==> src/rtl/sr_seq_pkg.sv <==
`default_nettype none
// ============================================================================
// Module      : sr_seq_pkg
// Description : Shared definitions for the SR latch sequencer. Holds the FSM
//               state encoding and a ceiling-log2 helper for sizing the
//               counters and index registers.
// Ports       : none (package)
// Revision    : 1.0 - initial release
// ============================================================================
package sr_seq_pkg;

    localparam int         c_ST_W      = 2;
    localparam logic [1:0] c_ST_IDLE   = 2'd0;
    localparam logic [1:0] c_ST_PULSE  = 2'd1;
    localparam logic [1:0] c_ST_SETTLE = 2'd2;
    localparam logic [1:0] c_ST_CHECK  = 2'd3;

    // Ceiling log2, never below 1 so the result is always a legal width.
    function automatic int clog2(input int value);
        int result;
        result = 1;
        for (int i = 1; i < 31; i++) begin
            if ((1 << i) < value) begin
                result = i + 1;
            end
        end
        return result;
    endfunction

endpackage
`default_nettype wire

==> src/rtl/sr_latch_sequencer_rr_arbiter.sv <==
`default_nettype none
// ============================================================================
// Module      : rr_arbiter
// Description : Combinational round-robin picker. Returns the first eligible
//               requester at or after the pointer, wrapping modulo N.
// Ports       : i_eligible [N]     - one bit per eligible requester
//               i_ptr      [IDX_W] - starting position of the search
//               o_valid            - at least one requester is eligible
//               o_gnt_idx  [IDX_W] - index of the selected requester
// Revision    : 1.0 - initial release
// ============================================================================
module rr_arbiter
    import sr_seq_pkg::*;
#(
    parameter int N     = 4,
    parameter int IDX_W = clog2(N)
) (
    input  logic [N-1:0]     i_eligible,
    input  logic [IDX_W-1:0] i_ptr,
    output logic             o_valid,
    output logic [IDX_W-1:0] o_gnt_idx
);

    int w_cand;

    // Scan from the farthest offset back to the pointer so the candidate
    // closest to the pointer is the last writer and therefore wins.
    always_comb begin
        o_valid   = 1'b0;
        o_gnt_idx = '0;
        w_cand    = 0;
        for (int k = N - 1; k >= 0; k--) begin
            w_cand = int'(i_ptr) + k;
            if (w_cand >= N) begin
                w_cand = w_cand - N;
            end
            if (i_eligible[w_cand[IDX_W-1:0]]) begin
                o_valid   = 1'b1;
                o_gnt_idx = w_cand[IDX_W-1:0];
            end
        end
    end

endmodule
`default_nettype wire

==> src/rtl/sr_latch_sequencer.sv <==
`default_nettype none
// ============================================================================
// Module      : sr_latch_sequencer
// Description : Sole driver of a NOR SR latch shared by N_REQ clients.
//               Grants set/clear requests round-robin, drives a fixed-width
//               s or r pulse, lets the latch settle, then checks q and acks.
// Ports       : clk, rst            - clock, synchronous active-high reset
//               req_set/req_clr [N] - level requests, held until ack
//               latch_q             - latch output
//               latch_s/latch_r     - registered latch drives (never both 1)
//               ack [N]             - one-hot completion pulse
//               err                 - q mismatch after settle, with ack
//               conflict            - some client requested set and clr
//               busy                - sequencer is not IDLE
// Revision    : 1.0 - initial release
// ============================================================================
module sr_latch_sequencer
    import sr_seq_pkg::*;
#(
    parameter int N_REQ      = 4,
    parameter int PULSE_CYC  = 2,
    parameter int SETTLE_CYC = 2
) (
    input  logic             clk,
    input  logic             rst,
    input  logic [N_REQ-1:0] req_set,
    input  logic [N_REQ-1:0] req_clr,
    input  logic             latch_q,
    output logic             latch_s,
    output logic             latch_r,
    output logic [N_REQ-1:0] ack,
    output logic             err,
    output logic             conflict,
    output logic             busy
);

    localparam int c_IDX_W = clog2(N_REQ);
    localparam int c_MAXC  = (PULSE_CYC > SETTLE_CYC) ? PULSE_CYC : SETTLE_CYC;
    localparam int c_CNT_W = clog2(c_MAXC + 1);

    logic [c_ST_W-1:0]  r_state, w_state_next;
    logic [c_CNT_W-1:0] r_cnt, w_cnt_next;
    logic [c_IDX_W-1:0] r_gnt_idx, w_gnt_next;
    logic [c_IDX_W-1:0] r_ptr, w_ptr_next;
    logic               r_exp, w_exp_next;
    logic               r_latch_s, r_latch_r, r_err, r_conflict;
    logic [N_REQ-1:0]   r_ack;
    logic [N_REQ-1:0]   w_elig;
    logic               w_arb_valid;
    logic [c_IDX_W-1:0] w_arb_idx;

    // A client asking for both set and clear is simply not eligible.
    assign w_elig = req_set ^ req_clr;

    rr_arbiter #(
        .N     (N_REQ),
        .IDX_W (c_IDX_W)
    ) u_arb (
        .i_eligible (w_elig),
        .i_ptr      (r_ptr),
        .o_valid    (w_arb_valid),
        .o_gnt_idx  (w_arb_idx)
    );

    always_comb begin
        w_state_next = r_state;
        w_cnt_next   = r_cnt;
        w_gnt_next   = r_gnt_idx;
        w_exp_next   = r_exp;
        w_ptr_next   = r_ptr;
        case (r_state)
            c_ST_IDLE: begin
                if (w_arb_valid) begin
                    w_gnt_next = w_arb_idx;
                    w_exp_next = req_set[w_arb_idx];
                    // Latch already holds the target value: skip the pulse.
                    if (latch_q == w_exp_next) begin
                        w_state_next = c_ST_CHECK;
                    end else begin
                        w_state_next = c_ST_PULSE;
                        w_cnt_next   = c_CNT_W'(PULSE_CYC - 1);
                    end
                end
            end
            c_ST_PULSE: begin
                if (r_cnt == '0) begin
                    w_state_next = c_ST_SETTLE;
                    w_cnt_next   = c_CNT_W'(SETTLE_CYC - 1);
                end else begin
                    w_cnt_next = r_cnt - 1'b1;
                end
            end
            c_ST_SETTLE: begin
                if (r_cnt == '0) begin
                    w_state_next = c_ST_CHECK;
                end else begin
                    w_cnt_next = r_cnt - 1'b1;
                end
            end
            c_ST_CHECK: begin
                w_state_next = c_ST_IDLE;
                w_ptr_next   = (r_gnt_idx == c_IDX_W'(N_REQ - 1)) ? '0 : r_gnt_idx + 1'b1;
            end
            default: begin
                w_state_next = c_ST_IDLE;
            end
        endcase
    end

    // Outputs are registered from the next-state decode so they line up
    // exactly with the state they belong to.
    always_ff @(posedge clk) begin
        if (rst) begin
            r_state    <= c_ST_IDLE;
            r_cnt      <= '0;
            r_gnt_idx  <= '0;
            r_ptr      <= '0;
            r_exp      <= 1'b0;
            r_latch_s  <= 1'b0;
            r_latch_r  <= 1'b0;
            r_ack      <= '0;
            r_err      <= 1'b0;
            r_conflict <= 1'b0;
        end else begin
            r_state    <= w_state_next;
            r_cnt      <= w_cnt_next;
            r_gnt_idx  <= w_gnt_next;
            r_ptr      <= w_ptr_next;
            r_exp      <= w_exp_next;
            r_latch_s  <= (w_state_next == c_ST_PULSE) &&  w_exp_next;
            r_latch_r  <= (w_state_next == c_ST_PULSE) && !w_exp_next;
            r_ack      <= (w_state_next == c_ST_CHECK) ? (N_REQ'(1) << w_gnt_next) : '0;
            // Sampled on the edge into CHECK, i.e. after the settle window.
            r_err      <= (w_state_next == c_ST_CHECK) && (latch_q != w_exp_next);
            r_conflict <= (r_state == c_ST_IDLE) && (|(req_set & req_clr));
        end
    end

    assign latch_s  = r_latch_s;
    assign latch_r  = r_latch_r;
    assign ack      = r_ack;
    assign err      = r_err;
    assign conflict = r_conflict;
    assign busy     = (r_state != c_ST_IDLE);

endmodule
`default_nettype wire

==> config.mk <==
export PLATFORM = sky130hd
export DESIGN_NAME = sr_latch_sequencer
export DESIGN_NICKNAME = d
export VERILOG_FILES = /design/src/rtl/sr_seq_pkg.sv /design/src/rtl/sr_latch_sequencer_rr_arbiter.sv /design/src/rtl/sr_latch_sequencer.sv
export SDC_FILE = /design/constraint.sdc
export NUM_CORES = 1
export LEC_CHECK = 0
export ABC_AREA = 1
export BUFFER_PORTS_ARGS = -buffer_cell sky130_fd_sc_hd__buf_2
export CAP_MARGIN = 10
export CORE_MARGIN = 2
export CORE_UTILIZATION = 35
export DETAILED_ROUTE_END_ITERATION = 10
export PLACE_DENSITY = 0.54
export SYNTH_ARGS = -nofsm -noshare
export SYNTH_HDL_FRONTEND = slang
export SYNTH_SLANG_ARGS = --single-unit
==> constraint.sdc <==
create_clock -name clk -period 1.7 [get_ports clk]
set_input_delay 0.085 -clock clk [delete_from_list [all_inputs] [get_ports clk]]
set_output_delay 0.085 -clock clk [all_outputs]
set_load 0.02 [all_outputs]
==> metrics.txt, run 1 <==
clock slew at the register clock pins of the worst setup and hold paths=0.10 ns; status=finished, violations left; HPWL Detailed=2000 µm; Final #Nets=roughly 230; die span in x=61.8 µm; Clk pwr share=7.3%; adder-cell share of the synthesized area=about an eighth; Die Y-Extent=just over 60 µm; RR Startpoint=r_ptr[0]$_SDFFE_PP0N_; fraction of layout cells with a size suffix above 1=48.8%; gr ovfl total=0; RSZ-0062 raised after global routing=true; min setup slack post-route=-0.153 ns; Critical Path Sink Type=flip-flop; Psw=between 1 and 1.5 mW; all-layer global routing usage=16.0%; WHS Path Cells=2; Pwr Total=approximately 3 mW; Cell Rows=20; clock skew=0.00185 ns; r2r endpoint=ack[2]$_SDFF_PP0_; Setup crit start kind=flip-flop; fin crit share=109%; Final Hold Viols=0; post-synthesis compound-gate area fraction=10.1%; placer congestion estimate=0.762; Synth-to-Final Area Change=46.0%; # port buffers=19; cells after synthesis=about 170; CTS sink count=17; TNS Setup=-1.31 ns; H-tree Lvls=1; hold slack=0.0747 ns; ant diodes=0; largest family of logic cells by synthesized area=simple AND/OR/NAND/NOR gates; CP max FO=8; register share of total power=21.3%; die area=0.00381 mm²; I/O Pins=20; HP Start=rst; commonest non-fill, non-tap cell in the layout=nand2_1; 1st-iter DRT viols=between 40 and 50; WP data arrival=approximately 2.1 ns; Post-Layout Cell Count=about 250; Post-Route Utilization=54.9%; worst-margin pin slew=between 0.3 and 0.4 ns; Final ANT Viol Nets=0; library cells used by synthesis=26; # placed instances=245; clock latency at the later pin of the worst-skew pair=0.29 ns; CTS tree=built; Pwr Density=1720 mW/mm²; register area share after synthesis=29.2%; Inserted Clock Buffers=3; number of synthesized register bits=17; IR drop worst, VDD=782 µV; Hold WC Path Type=in -> reg; post-cts hold buffer count=0; Initial DRT Pass Iterations=4; LEAKAGE=0.888 nW; fmax=0.540 GHz; via count=1157; post-synthesis simple-gate area fraction=roughly 38%; Remaining DRCs=0; critical path required time=1.93 ns; initial antenna violation count=0; Post-Synth XOR/XNOR Area=0.750%; failing checks=setup timing; Setup violations, final=11; Post-Syn Area=~0.0012 mm²; post-synthesis mux area share=0%; synth warn=0; Post-Route WL=2820 µm; Initial Util=between 30% and 40%; r2r setup slk=-0.15 ns; Syn Nets=192; Slew Viols, Final=0; WL/cell=11.2 µm; WHS Endpoint=r_ptr[1]$_SDFFE_PP0N_; fill cell count=318; Avg Synthesized Cell Area=6.91 µm²; CTS Buffer Depth=2; cells on worst reg2reg path=16; vias in the first global route=1065; Root Buffer=clkbuf_4; headroom to the max-slew limit=roughly four fifths; switching share of power=between 50 and 60%; Comb pwr share=71.4%; Placed Area=0.00143 mm²; most frequent cells in the layout=28 x nand2_1, 19 x buf_2, 18 x inv_1, 18 x nand2_4, 16 x buf_4; Tmin final=1.85 ns; MaxCap Viol Count=0; Final Cell Area=0.00170 mm²; pin count of the biggest net entering global routing=11; Power Internal=approximately 1.5 mW; Core ar.=between 0.003 and 0.004 mm²; via/cell ratio=4.61; global-route wire length before repair=4510 µm; worst slack, placed=-0.199 ns; Setup CP Type=reg -> reg
[cells by family (layout without fill, tap and decap cells)]
logic type	after synthesis	after routing
buffers and inverters	27	65
flip-flops	17	17
XOR/XNOR	1	1
AO/OA/AOI/OAI	19	19
adder cells (fa/ha/maj)	12	12
AND/OR/NAND/NOR	93	93
[worst max-delay path, stage by stage (launching register included)]
cell      delay [ns]
dfxtp_4         0.38
buf_12          0.15
o21ai_4         0.16
nand2_1         0.09
nand2_2         0.08
nand2_4         0.07
nand2_4         0.07
nand2_4         0.07
nand2_4         0.09
nand2_4         0.06
nand3_4         0.07
nand2_2         0.05
nand2_2         0.07
nand3_2         0.08
nand2_4         0.10
nand3b_1        0.09
nor2_1          0.10
[timing repair]
item	CTS	global route
endpoints found under the setup margin	13	14
pin swaps	8	5
resized for setup	22	42
endpoints found under the hold margin	0	0
setup buffers	1	1
[worst max-delay path by stage]
stage          depth (start not counted)                  start               endpoint
4_1_cts                               19  r_ptr[0]$_SDFFE_PP0N_  r_cnt[1]$_SDFFE_PP0P_
3_3_place_gp                          18             req_set[1]  r_cnt[1]$_SDFFE_PP0P_
5_1_grt                               19  r_ptr[0]$_SDFFE_PP0N_     latch_s$_SDFF_PP0_
3_5_place_dp                          18             req_set[1]  r_cnt[1]$_SDFFE_PP0P_
6_report                              16  r_ptr[0]$_SDFFE_PP0N_      ack[2]$_SDFF_PP0_
2_1_floorplan                         18  r_ptr[0]$_SDFFE_PP0N_  r_cnt[0]$_SDFFE_PP0P_
[area by class of cell]
| class | instances | area [µm²] | share of cell area [%] |
|---|---|---|---|
| Multi-Input combinational cell | 125 | 942 | 55.3 |
| Clock inverter | 1 | 5.00 | 0.294 |
| Sequential cell | 17 | 345 | 20.3 |
| Timing Repair Buffer | 36 | 235 | 13.8 |
| Inverter | 25 | 98.8 | 5.80 |
| Tap cell | 44 | 55.1 | 3.23 |
| Clock buffer | 3 | 22.5 | 1.32 |
[metal layers]
layer | global-route usage, % | share of wire (%)
met5 | 0 | 0
met4 | 3.65 | 1.7
met3 | 3.73 | 3.5
met2 | 28.1 | 53
met1 | 19.7 | 42
[registers in the layout (all words and copies together), names as in the netlist]
register   cells
ack            4
r_cnt          2
r_gnt_idx      2
r_ptr          2
r_state        2
conflict       1
err            1
latch_r        1
latch_s        1
r_exp          1
[power by group through the flow]
stage / Clock, mW / Sequential (mW) / Combinational [mW]
final: 0.215 / 0.626 / 2.10
after global routing: 0.247 / 0.643 / 2.34
after CTS: 0.228 / 0.626 / 1.71
after detailed placement: 0 / 0.626 / 1.56
after global placement: 0 / 0.627 / 1.54
after floorplan: 0 / 0.680 / 1.06
[cell usage after synthesis (all sizes together)]
cell	n	area, µm²
o211a	1	10.0
dfxtp	17	340
nand3	14	90.1
buf	1	11.3
o22ai	1	6.26
and2	1	6.26
nor4	1	6.26
nor2	20	80.1
nor3	1	5.00
a21boi	1	7.51
inv	25	93.8
xor2	1	8.76
nand3b	1	7.51
nand2	55	246
o21ai	11	66.3
o21a	1	7.51
ha	12	150
a21oi	4	20.0
clkbuf	1	3.75
(Power assumes the default switching activity.)
==> run 2: changes to the inputs <==
--- a/config.mk
+++ b/config.mk
@@ -9,9 +9,9 @@
 export BUFFER_PORTS_ARGS = -buffer_cell sky130_fd_sc_hd__buf_2
 export CAP_MARGIN = 10
 export CORE_MARGIN = 2
-export CORE_UTILIZATION = 35
+export CORE_UTILIZATION = 31
 export DETAILED_ROUTE_END_ITERATION = 10
-export PLACE_DENSITY = 0.54
+export PLACE_DENSITY = 0.49
 export SYNTH_ARGS = -nofsm -noshare
 export SYNTH_HDL_FRONTEND = slang
 export SYNTH_SLANG_ARGS = --single-unit
==> metrics.txt, run 2 (synthesis results as in run 1) <==
global-route wire length before repair=4550 µm (+0.93%); Final Cell Area=0.00172 mm² (+0.81%); Post-Layout Cell Count=253 (+0.80%); I/O Pins=20 (unchanged); WP data arrival=2.09 ns (about the same); Largest register FFs=4 (unchanged); worst-margin pin slew=0.298 ns (-0.0186 ns); commonest non-fill, non-tap cell in the layout=nand2_1; CP max FO=8 (unchanged); initial antenna violation count=0 (unchanged); failing checks=setup timing; Tmin final=1.90 ns (+0.0480 ns); Root Buffer=clkbuf_8; all-layer global routing usage=13.6% (-2.4 points); clock latency at the later pin of the worst-skew pair=0.25 ns (-0.04 ns); pin count of the biggest net entering global routing=11 (unchanged); gr ovfl total=0 (unchanged); Critical Path Sink Type=flip-flop; fill cell count=378 (+19%); Cell Rows=22 (+10%); placer congestion estimate=0.770 (+1.1%); critical path required time=1.89 ns (-0.04 ns); LEAKAGE=0.877 nW (-1.2%); critical-path cell list=buf_8 > o21ai_4 > nand2_1 > nand2_2 > nand2_4 > nand2_4 > nand2_4 > nand2_4 > nand2_4 > nand3_4 > nand2_2 > nand2_2 > nand3_2 > nand2_4 > nand3b_1 > nor2_1; r2r setup slk=-0.20 ns (-0.05 ns); min setup slack post-route=-0.201 ns (-0.0480 ns); CTS Buffer Depth=2 (unchanged); Final ANT Viol Nets=0 (unchanged); Final #Nets=229 (-0.87%); ant diodes=0 (unchanged); Die Y-Extent=65.4 µm (+5.9%); MaxCap Viol Count=0 (unchanged); status=finished, violations left; Worst path max stage delay=0.37 ns (about the same); most frequent cells in the layout=22 x nand2_1, 19 x buf_2, 18 x inv_1, 17 x nand2_4, 16 x nand2_2; fin crit share=112% (+2.8 points); cells on worst reg2reg path=16 (unchanged); Initial Util=32.1% (-5.5 points); Synth-to-Final Area Change=47.2%; Initial DRT Pass Iterations=4 (unchanged); Pwr Density=1760 mW/mm² (+2.1%); Inserted Clock Buffers=3 (unchanged); Final Hold Viols=0 (unchanged); Setup CP Type=reg -> reg; worst slack, placed=-0.256 ns (-0.0570 ns); Placed Area=0.00141 mm² (-1.1%); # placed instances=248 (+1.2%); clock skew=0.00442 ns (+0.00257 ns); Setup crit start kind=flip-flop; # port buffers=19 (unchanged); Setup violations, final=10 (-1); RSZ-0062 raised after global routing=true; IR drop worst, VDD=737 µV (-5.7%); clock slew at the register clock pins of the worst setup and hold paths=0.07 ns (-0.03 ns); 1st-iter DRT viols=45 (-6.3%); fmax=0.526 GHz (-2.5%); Slew Viols, Final=0 (unchanged); CP startpoint=r_ptr[0]$_SDFFE_PP0N_; TNS Setup=-1.53 ns (-0.221 ns); die span in x=65.4 µm (+5.9%); HPWL Detailed=2080 µm (+3.7%); RR Startpoint=r_ptr[0]$_SDFFE_PP0N_; r2r endpoint=ack[2]$_SDFF_PP0_; vias in the first global route=1086 (+2.0%); CTS sink count=17 (unchanged); headroom to the max-slew limit=80.1% (+1.2 points); die area=0.00427 mm² (+12%); fraction of layout cells with a size suffix above 1=49.3% (+0.48 points); Post-Route WL=2690 µm (-4.9%); CP most frequent cell=nand2_4; H-tree Lvls=1 (unchanged); via/cell ratio=4.50 (-2.4%); Remaining DRCs=0 (unchanged); Pwr Total=3.02 mW (+2.9%); CTS tree=built; via count=1138 (-1.6%); Core ar.=0.00363 mm² (+17%); Slowest-stage cell, CP=dfxtp_4; Hold WC Path Type=in -> reg; Critical Path Sink=ack[2]$_SDFF_PP0_; WL/cell=10.6 µm (-5.6%)
[run 2: cell count changes in the layout (fill, tap and decap cells not counted), moves of 3 or more]
cell,before,now
o21ai_2,4,1
clkbuf_8,0,3
buf_4,16,13
nand2_2,9,16
nor2_2,8,5
nor2_1,11,15
nand2_1,28,22
clkbuf_4,3,0
[run 2: worst max-delay path, delay by kind of cell, from the launching register on]
family	cells	cell delay [ns]
flops	1	0.37
compound gates	1	0.15
simple gates	14	1.19
buf+inv	1	0.14
[run 2: layout make-up]
class | count | area (µm²) | share of cell area (%)
multi-input cells | 125 | 946 | 55.1
clock inverters | 1 | 5.00 | 0.291
repair buffers | 34 | 219 | 12.7
flip-flops and latches | 17 | 345 | 20.1
inverters | 25 | 101 | 5.90
clock buffers | 3 | 41.3 | 2.40
well taps | 48 | 60.1 | 3.50
[run 2: how the worst min path moves through the flow]
| stage | start | end | cells past startpoint |
|---|---|---|---|
| 6_report | rst | r_exp$_SDFF_PP0_ | 2 |
| 5_1_grt | rst | r_gnt_idx[1]$_SDFF_PP0_ | 2 |
| 4_1_cts | rst | r_exp$_SDFF_PP0_ | 2 |
| 3_5_place_dp | rst | r_gnt_idx[1]$_SDFF_PP0_ | 2 |
| 3_3_place_gp | rst | r_gnt_idx[1]$_SDFF_PP0_ | 2 |
| 2_1_floorplan | latch_q | err$_SDFF_PP0_ | 3 |
[run 2: metal layers]
layer | vias to the layer above | part of all wire (%) | global-route usage, %
met4 | 0 | 0.48 | 2.34
met2 | 12 | 53 | 25.3
met1 | 519 | 44 | 15.6
li1 | 605 | - | -
met3 | 2 | 2.6 | 3.60
met5 | - | 0 | 0
[run 2: report_power, final]
group          switching, mW  total (mW)  internal [mW]
logic                   1.26        2.09          0.828
registers             0.0871       0.627          0.540
clock network          0.143       0.306          0.163
[run 2: metrics by stage]
| stage | hold WS, ns | utilization [%] |
|---|---|---|
| 6_report | 0.138 | 47.3 |
| 5_1_grt | 0.148 | 47.3 |
| 3_3_place_gp | 0.390 | 38.9 |
| 3_5_place_dp | 0.398 | 38.9 |
| 2_1_floorplan | 0.323 | - |
| 4_1_cts | 0.125 | 41.8 |
[run 2: what timing repair did]
| item | in CTS | in global routing |
|---|---|---|
| pin swaps | 5 | 28 |
| setup buffers | 2 | 1 |
| hold buffers | 0 | 0 |
| setup endpoints to repair | 13 | 14 |
| gates resized for setup | 14 | 54 |
